[src/rtl/aes_sbox_if.sv]
// Request/response bundle between the round controller (port A), the key
// scheduler (port B) and the shared S-box server.
interface aes_sbox_if;
  logic         a_req_valid;
  logic [127:0] a_req_data;
  logic         a_req_ready;
  logic         a_rsp_valid;
  logic [127:0] a_rsp_data;
  logic         b_req_valid;
  logic [31:0]  b_req_data;
  logic         b_req_ready;
  logic         b_rsp_valid;
  logic [31:0]  b_rsp_data;

  modport master (
    output a_req_valid, a_req_data, b_req_valid, b_req_data,
    input  a_req_ready, a_rsp_valid, a_rsp_data,
    input  b_req_ready, b_rsp_valid, b_rsp_data
  );

  modport slave (
    input  a_req_valid, a_req_data, b_req_valid, b_req_data,
    output a_req_ready, a_rsp_valid, a_rsp_data,
    output b_req_ready, b_rsp_valid, b_rsp_data
  );
endinterface

[src/rtl/aes_sbox_arbiter.sv]
// Shares NUM_SBOX forward S-box lanes between SubBytes (port A, 16 bytes) and
// SubWord (port B, 4 bytes); round-robin per job, NUM_SBOX bytes per cycle.
module aes_sbox_arbiter #(
  parameter int NUM_SBOX = 4
) (
  input  logic      clk,
  input  logic      rst,
  aes_sbox_if.slave bus,
  output logic      busy
);

  localparam int N_A   = 16 / NUM_SBOX;
  localparam int N_B   = (NUM_SBOX >= 4) ? 1 : 4 / NUM_SBOX;
  localparam int CNT_W = (N_A > 1) ? $clog2(N_A) : 1;

  generate
    if (NUM_SBOX != 1 && NUM_SBOX != 2 && NUM_SBOX != 4 &&
        NUM_SBOX != 8 && NUM_SBOX != 16) begin : g_bad_num_sbox
      $error("aes_sbox_arbiter: NUM_SBOX must be 1, 2, 4, 8 or 16");
    end
  endgenerate

  // FIPS-197 forward S-box, index 0 is the most significant byte.
  localparam logic [0:255][7:0] SBOX_TABLE = {
    128'h637c777bf26b6fc53001672bfed7ab76, 128'hca82c97dfa5947f0add4a2af9ca472c0,
    128'hb7fd9326363ff7cc34a5e5f171d83115, 128'h04c723c31896059a071280e2eb27b275,
    128'h09832c1a1b6e5aa0523bd6b329e32f84, 128'h53d100ed20fcb15b6acbbe394a4c58cf,
    128'hd0efaafb434d338545f9027f503c9fa8, 128'h51a3408f929d38f5bcb6da2110fff3d2,
    128'hcd0c13ec5f974417c4a77e3d645d1973, 128'h60814fdc222a908846eeb814de5e0bdb,
    128'he0323a0a4906245cc2d3ac629195e479, 128'he7c8376d8dd54ea96c56f4ea657aae08,
    128'hba78252e1ca6b4c6e8dd741f4bbd8b8a, 128'h703eb5664803f60e613557b986c11d9e,
    128'he1f8981169d98e949b1e87e9ce5528df, 128'h8ca1890dbfe6426841992d0fb054bb16
  };

  function automatic logic [7:0] sbox(input logic [7:0] x);
    return SBOX_TABLE[x];
  endfunction

  typedef enum logic [1:0] {IDLE = 2'd0, RUN = 2'd1, DONE = 2'd2} state_t;
  typedef enum logic {PORT_A = 1'b0, PORT_B = 1'b1} port_t;

  state_t             state, state_nxt;
  port_t              owner, last;
  logic [CNT_W-1:0]   cnt, cnt_last;
  logic [15:0][7:0]   work, result, result_nxt;
  logic               grant_a, grant_b, hs_a, hs_b;
  logic               a_ready, b_ready, a_rsp, b_rsp;
  logic [4:0]         base;
  logic [4:0]         lane_idx [NUM_SBOX];
  logic [7:0]         lane_out [NUM_SBOX];
  logic               lane_we  [NUM_SBOX];

  // The port not served last wins a tie; last resets to B so A wins first.
  assign grant_a  = bus.a_req_valid & (~bus.b_req_valid | (last == PORT_B));
  assign grant_b  = bus.b_req_valid & (~bus.a_req_valid | (last == PORT_A));
  assign hs_a     = bus.a_req_valid & a_ready;
  assign hs_b     = bus.b_req_valid & b_ready;
  assign cnt_last = (owner == PORT_A) ? CNT_W'(N_A - 1) : CNT_W'(N_B - 1);
  assign base     = 5'(cnt) * 5'(NUM_SBOX);

  for (genvar j = 0; j < NUM_SBOX; j++) begin : g_lane
    assign lane_idx[j] = base + 5'(j);
    assign lane_we[j]  = (owner == PORT_A) || (lane_idx[j] < 5'd4);
    assign lane_out[j] = sbox(work[lane_idx[j][3:0]]);
  end

  always_comb begin
    result_nxt = result;
    for (int j = 0; j < NUM_SBOX; j++) begin
      if (lane_we[j]) result_nxt[lane_idx[j][3:0]] = lane_out[j];
    end
  end

  always_comb begin
    state_nxt = state;
    a_ready   = 1'b0;
    b_ready   = 1'b0;
    a_rsp     = 1'b0;
    b_rsp     = 1'b0;
    busy      = 1'b1;
    case (state)
      IDLE: begin
        busy    = 1'b0;
        a_ready = grant_a;
        b_ready = grant_b;
        if (grant_a || grant_b) state_nxt = RUN;
      end
      RUN: begin
        if (cnt == cnt_last) state_nxt = DONE;
      end
      DONE: begin
        a_rsp     = (owner == PORT_A);
        b_rsp     = (owner == PORT_B);
        state_nxt = IDLE;
      end
      default: state_nxt = IDLE;
    endcase
  end

  always_ff @(posedge clk) begin
    if (rst) begin
      state  <= IDLE;
      cnt    <= '0;
      last   <= PORT_B;
      owner  <= PORT_A;
      work   <= '0;
      result <= '0;
    end else begin
      state <= state_nxt;
      case (state)
        IDLE: begin
          if (hs_a) begin
            work  <= bus.a_req_data;
            owner <= PORT_A;
            last  <= PORT_A;
            cnt   <= '0;
          end else if (hs_b) begin
            work  <= {96'd0, bus.b_req_data};
            owner <= PORT_B;
            last  <= PORT_B;
            cnt   <= '0;
          end
        end
        RUN: begin
          result <= result_nxt;
          // Hold at N-1 on the final chunk so cnt never wraps.
          if (cnt != cnt_last) cnt <= cnt + 1'b1;
        end
        default: ;
      endcase
    end
  end

  assign bus.a_req_ready = a_ready;
  assign bus.b_req_ready = b_ready;
  assign bus.a_rsp_valid = a_rsp;
  assign bus.b_rsp_valid = b_rsp;
  assign bus.a_rsp_data  = result;
  assign bus.b_rsp_data  = result[3:0];

endmodule

[src/flat_wrapper.sv]
// flat-port wrapper written by rule: the top's interface ports become plain ports
module aes_sbox_arbiter_flat 
#(
  parameter int NUM_SBOX = 4
)
  (clk, rst, busy, bus_a_req_valid, bus_a_req_data, bus_b_req_valid, bus_b_req_data, bus_a_req_ready, bus_a_rsp_valid, bus_a_rsp_data, bus_b_req_ready, bus_b_rsp_valid, bus_b_rsp_data);
  aes_sbox_if bus_i ();
  input  logic clk;
  input  logic rst;
  output logic busy;
  input wire logic [$bits(bus_i.a_req_valid)-1:0] bus_a_req_valid;
  input wire logic [$bits(bus_i.a_req_data)-1:0] bus_a_req_data;
  input wire logic [$bits(bus_i.b_req_valid)-1:0] bus_b_req_valid;
  input wire logic [$bits(bus_i.b_req_data)-1:0] bus_b_req_data;
  output wire logic [$bits(bus_i.a_req_ready)-1:0] bus_a_req_ready;
  output wire logic [$bits(bus_i.a_rsp_valid)-1:0] bus_a_rsp_valid;
  output wire logic [$bits(bus_i.a_rsp_data)-1:0] bus_a_rsp_data;
  output wire logic [$bits(bus_i.b_req_ready)-1:0] bus_b_req_ready;
  output wire logic [$bits(bus_i.b_rsp_valid)-1:0] bus_b_rsp_valid;
  output wire logic [$bits(bus_i.b_rsp_data)-1:0] bus_b_rsp_data;
  assign bus_i.a_req_valid = bus_a_req_valid;
  assign bus_i.a_req_data = bus_a_req_data;
  assign bus_i.b_req_valid = bus_b_req_valid;
  assign bus_i.b_req_data = bus_b_req_data;
  assign bus_a_req_ready = bus_i.a_req_ready;
  assign bus_a_rsp_valid = bus_i.a_rsp_valid;
  assign bus_a_rsp_data = bus_i.a_rsp_data;
  assign bus_b_req_ready = bus_i.b_req_ready;
  assign bus_b_rsp_valid = bus_i.b_rsp_valid;
  assign bus_b_rsp_data = bus_i.b_rsp_data;
  aes_sbox_arbiter #(.NUM_SBOX(NUM_SBOX)) u_core (.clk(clk), .rst(rst), .bus(bus_i), .busy(busy));
endmodule
[config.mk]
export PLATFORM = sky130hd
export DESIGN_NAME = aes_sbox_arbiter_flat
export DESIGN_NICKNAME = d
export VERILOG_FILES = /design/src/rtl/aes_sbox_if.sv /design/src/rtl/aes_sbox_arbiter.sv /design/src/flat_wrapper.sv
export SDC_FILE = /design/constraint.sdc
export NUM_CORES = 1
export LEC_CHECK = 0
export BUFFER_PORTS_ARGS = -buffer_cell sky130_fd_sc_hd__buf_2
export CORE_MARGIN = 3
export CORE_UTILIZATION = 25
export CTS_CLUSTER_DIAMETER = 60
export DETAILED_ROUTE_END_ITERATION = 12
export SKIP_LAST_GASP = 1
export SYNTH_ARGS = -nofsm -noshare
export SYNTH_HDL_FRONTEND = slang
export SYNTH_SLANG_ARGS = --single-unit
[constraint.sdc]
create_clock -name clk -period 3.4 [get_ports clk]
set_input_delay 0.68 -clock clk [delete_from_list [all_inputs] [get_ports clk]]
set_output_delay 0.68 -clock clk [all_outputs]
set_load 0.02 [all_outputs]
==> impl_metrics.ini <==
[run_status]
run_status = finished, violations left
violated_checks = negative setup slack

[detailed_routing]
wirelength_mm = 156
met3WireLength_mm = 15.5
max_used_layer = met5
remaining_drc_errors = 0
drt-initial-drc-count = 4145
ant_nets = 0
routed-wl-met2_mm = 66.5
drt-vias-per-instance = 6.02
wirelength_met1_mm = 64.5
num_vias = 32500
drt-pass1-iter-count = 8
wl_per_cell_um = 28.9

[timing]
report.final.slew_viol_count = 0
worst_slew_slack_as_a_fraction_of_its_limit = 0.343
tightest_slew_ns = 0.985
fin_crit_sh = 1.01
final.setup.worst_slack_ns = -0.0234
setup_tns_after_final_layout_ns = -0.0850
timing.final.setup_violations = 4
achievable-frequency_ghz = 0.292
clock_skew_ns = 0.0229
hold_slack_ns = 0.344
period_minus_slack_ns = 3.42
rsz0062_at_grt = true
hold_viol_final = 0

[clock_tree]
tritoncts_clock_tree = built
cts_hold_buf = 0
cts_buffers = 37
cts_root_buffer = sky130_fd_sc_hd__clkbuf_16
clk-insertion-delay-late_ns = 0.58
worst_setup_hold_path_clk_slew_ns = 0.06
clock-sinks = 262
clock_tree.buffer_depth = 3
number_of_h_tree_levels = 2

[global_routing]
gr-total-overflow = 0
grt_use_total = 0.289
grt_max_degree = 86
grt_pass1_wl_mm = 222
number_of_antenna_violations_at_the_first_check_in_global_routing = 3
first_global_vias = 31200

[synthesis]
synth.avg_cell_area_um2 = 7.60
netlist_top_cells_count = sky130_fd_sc_hd__nor2_1, sky130_fd_sc_hd__dfxtp_1, sky130_fd_sc_hd__nand2_1
cell_with_the_most_instances_after_synthesis = sky130_fd_sc_hd__nor2_1
dominantRegCellSynth = sky130_fd_sc_hd__dfxtp_1
yosys.area.top_type = sky130_fd_sc_hd__dfxtp_1
post_synth_edffs = 0
syn-instance-count = 3245
yosysTopAreaCellShare = 0.213
synth_cell_types = 104
post_synth_main_area_contributors = sky130_fd_sc_hd__dfxtp_1, sky130_fd_sc_hd__nor2_1, sky130_fd_sc_hd__mux2i_1
synth-warning-count = 0
seq_total_area_yosys = 0.213
syn-cell-area_mm2 = 0.0247
synth.ff_latch_count = 262
post_syn_nets = 3470
share_of_synthesized_registers_carrying_an_async_set_or_reset = 0

[die]
die_area_mm2 = 0.102
io_pins = 329
placementRows = 114
die_width_um = 320
height_of_the_die_um = 320
initial_core_util = 0.253
core_area_mm2 = 0.0973

[layout]
area_delta_synth_final_pct = 45.3
finish.utilization = 0.368
n_fill_cell = 10300
final_cell_area_mm2 = 0.0358
final_net_count = 4317
layout-drive-gt1-share = 0.394

[critical_path]
timing.rr.start = u_core.cnt[1]
worstPathRequired_ns = 3.84
crit_path_max_fanout = 5
startpoint_type = register
setup.worst_path.end_class = register
crit_start = u_core.cnt[1]
arrival_ns = 3.87
path_class = reg2reg
r2r_setup_slack_ns = -0.02

[placed_design]
pre_cts_ws_ns = -0.378
post-dp-hpwl_mm = 121
placedInstanceArea_mm2 = 0.0328
gp_routability_congestion = 1.02
io_buffers = 328

[worst_hold_path]
hold_path.startpoint = bus_a_req_data[39]
holdCritPathClass = in2reg

[power_and_ir_drop]
powerDensity_mw_per_mm2 = 556
leakagePower_nw = 14.4
vdd.ir_drop.worst_uv = 363

[job]
max_cap_violations = 0
layout by cell type, fill, tap and decap left out, types with 21 or more instances in the layout:
master                        n
sky130_fd_sc_hd__or2_2       21
sky130_fd_sc_hd__o31ai_1     25
sky130_fd_sc_hd__buf_2      327
sky130_fd_sc_hd__a31oi_1     52
sky130_fd_sc_hd__a311oi_1    26
sky130_fd_sc_hd__o211ai_1    58
sky130_fd_sc_hd__o221ai_1    45
sky130_fd_sc_hd__o22ai_1     37
sky130_fd_sc_hd__dfxtp_1    260
sky130_fd_sc_hd__mux2i_1    107
sky130_fd_sc_hd__a211oi_1   126
sky130_fd_sc_hd__inv_1       30
sky130_fd_sc_hd__a32oi_1     21
sky130_fd_sc_hd__nand2_1    190
sky130_fd_sc_hd__nor2_1     354
sky130_fd_sc_hd__a211oi_2    23
sky130_fd_sc_hd__mux2_2      29
sky130_fd_sc_hd__a22oi_1    101
sky130_fd_sc_hd__mux4_2      31
sky130_fd_sc_hd__a21o_1      21
sky130_fd_sc_hd__o21ai_0    166
sky130_fd_sc_hd__nor3_1      46
sky130_fd_sc_hd__nand3b_1    58
sky130_fd_sc_hd__buf_12      43
sky130_fd_sc_hd__nand4_1     24
sky130_fd_sc_hd__o2111ai_1   21
sky130_fd_sc_hd__o21ai_1     21
sky130_fd_sc_hd__clkbuf_16   41
sky130_fd_sc_hd__ha_1        38
sky130_fd_sc_hd__nand2b_1    72
sky130_fd_sc_hd__buf_4      799
sky130_fd_sc_hd__a21oi_1    158
sky130_fd_sc_hd__nand3_1     81
sky130_fd_sc_hd__and2_1      35
sky130_fd_sc_hd__buf_6       25
sky130_fd_sc_hd__nor2b_1     41
kinds of logic (layout without fill, tap and decap cells):
family	Yosys count	in the layout	synth area share
AOI/OAI and AO/OA	1220	1220	0.356
and+or+nand+nor	1058	1058	0.212
adders and majority gates	61	61	0.0310
DFF	262	262	0.213
muxes	185	185	0.0937
xor gates and xnor gates	13	13	0.00462
buffers and inverters	446	1321	0.0905
other	0	1	0
where the power goes:
group | switching (mW) | internal, mW | leakage [nW]
clock network | 1.59 | 2.26 | 0.596
logic | 7.46 | 5.09 | 11.6
registers | 0.214 | 3.29 | 2.14
total | 9.27 | 10.6 | 14.4
stage by stage:
stage / power, mW / std cells
after floorplan: 9.03 / 3245
after global placement: 15.0 / 5291
after detailed placement: 14.7 / 5291
after CTS: 19.0 / 5375
after global routing: 20.6 / 5396
final: 19.9 / 5397
sequential cells by signal, summed over array words and instances, names as in the netlist:
name / flops
u_core.bus.a_rsp_data: 128
u_core.work: 128
u_core.cnt: 2
u_core.state: 2
u_core.last: 1
u_core.owner: 1
metal layers:
layer  up-vias  global-route usage
li1      14100                   -
met5         -              0.0255
met4         6               0.138
met3       535              0.0602
met2      2220               0.440
met1     15600               0.387
final timing paths:
path	to	depth (start not counted)
min reg2reg	u_core.bus.a_rsp_data[28]	2
max	u_core.bus.a_rsp_data[87]	16
max reg2reg	u_core.bus.a_rsp_data[87]	16
min	u_core.work[39]	3
cell type report:
| type | instances | area (um2) | area share |
|---|---|---|---|
| multi-input combinational | 2537 | 18500 | 0.518 |
| clock buffer | 50 | 1020 | 0.0286 |
| tap | 1276 | 1600 | 0.0446 |
| antenna | 1 | 2.50 | 0.0000698 |
| inverter | 50 | 226 | 0.00632 |
| timing repair buffer | 1204 | 9000 | 0.251 |
| sequential | 262 | 5250 | 0.147 |
| clock inverter | 17 | 188 | 0.00524 |
worst max-delay path, stage by stage (launching register included):
cell and delay [ns]:
sky130_fd_sc_hd__dfxtp_4 0.41, sky130_fd_sc_hd__buf_12 0.14, sky130_fd_sc_hd__buf_6 0.09, sky130_fd_sc_hd__mux4_2 0.61, sky130_fd_sc_hd__inv_4 0.12, sky130_fd_sc_hd__buf_4 0.13
sky130_fd_sc_hd__ha_4 0.16, sky130_fd_sc_hd__buf_6 0.12, sky130_fd_sc_hd__buf_4 0.12, sky130_fd_sc_hd__nor2_1 0.04, sky130_fd_sc_hd__buf_4 0.14, sky130_fd_sc_hd__nand4b_1 0.26
sky130_fd_sc_hd__a31oi_1 0.25, sky130_fd_sc_hd__o211ai_1 0.11, sky130_fd_sc_hd__a31oi_1 0.23, sky130_fd_sc_hd__buf_4 0.25, sky130_fd_sc_hd__a211oi_2 0.09
repair_timing:
action	4_1_cts	5_1_grt
gates cloned	1	3
pin swaps	22	66
gates resized for setup	95	247
buffers inserted	16	18
endpoints found under the setup margin	104	128
hold endpoints to repair	0	0
Note: power is estimated with default switching activity, not from simulation.
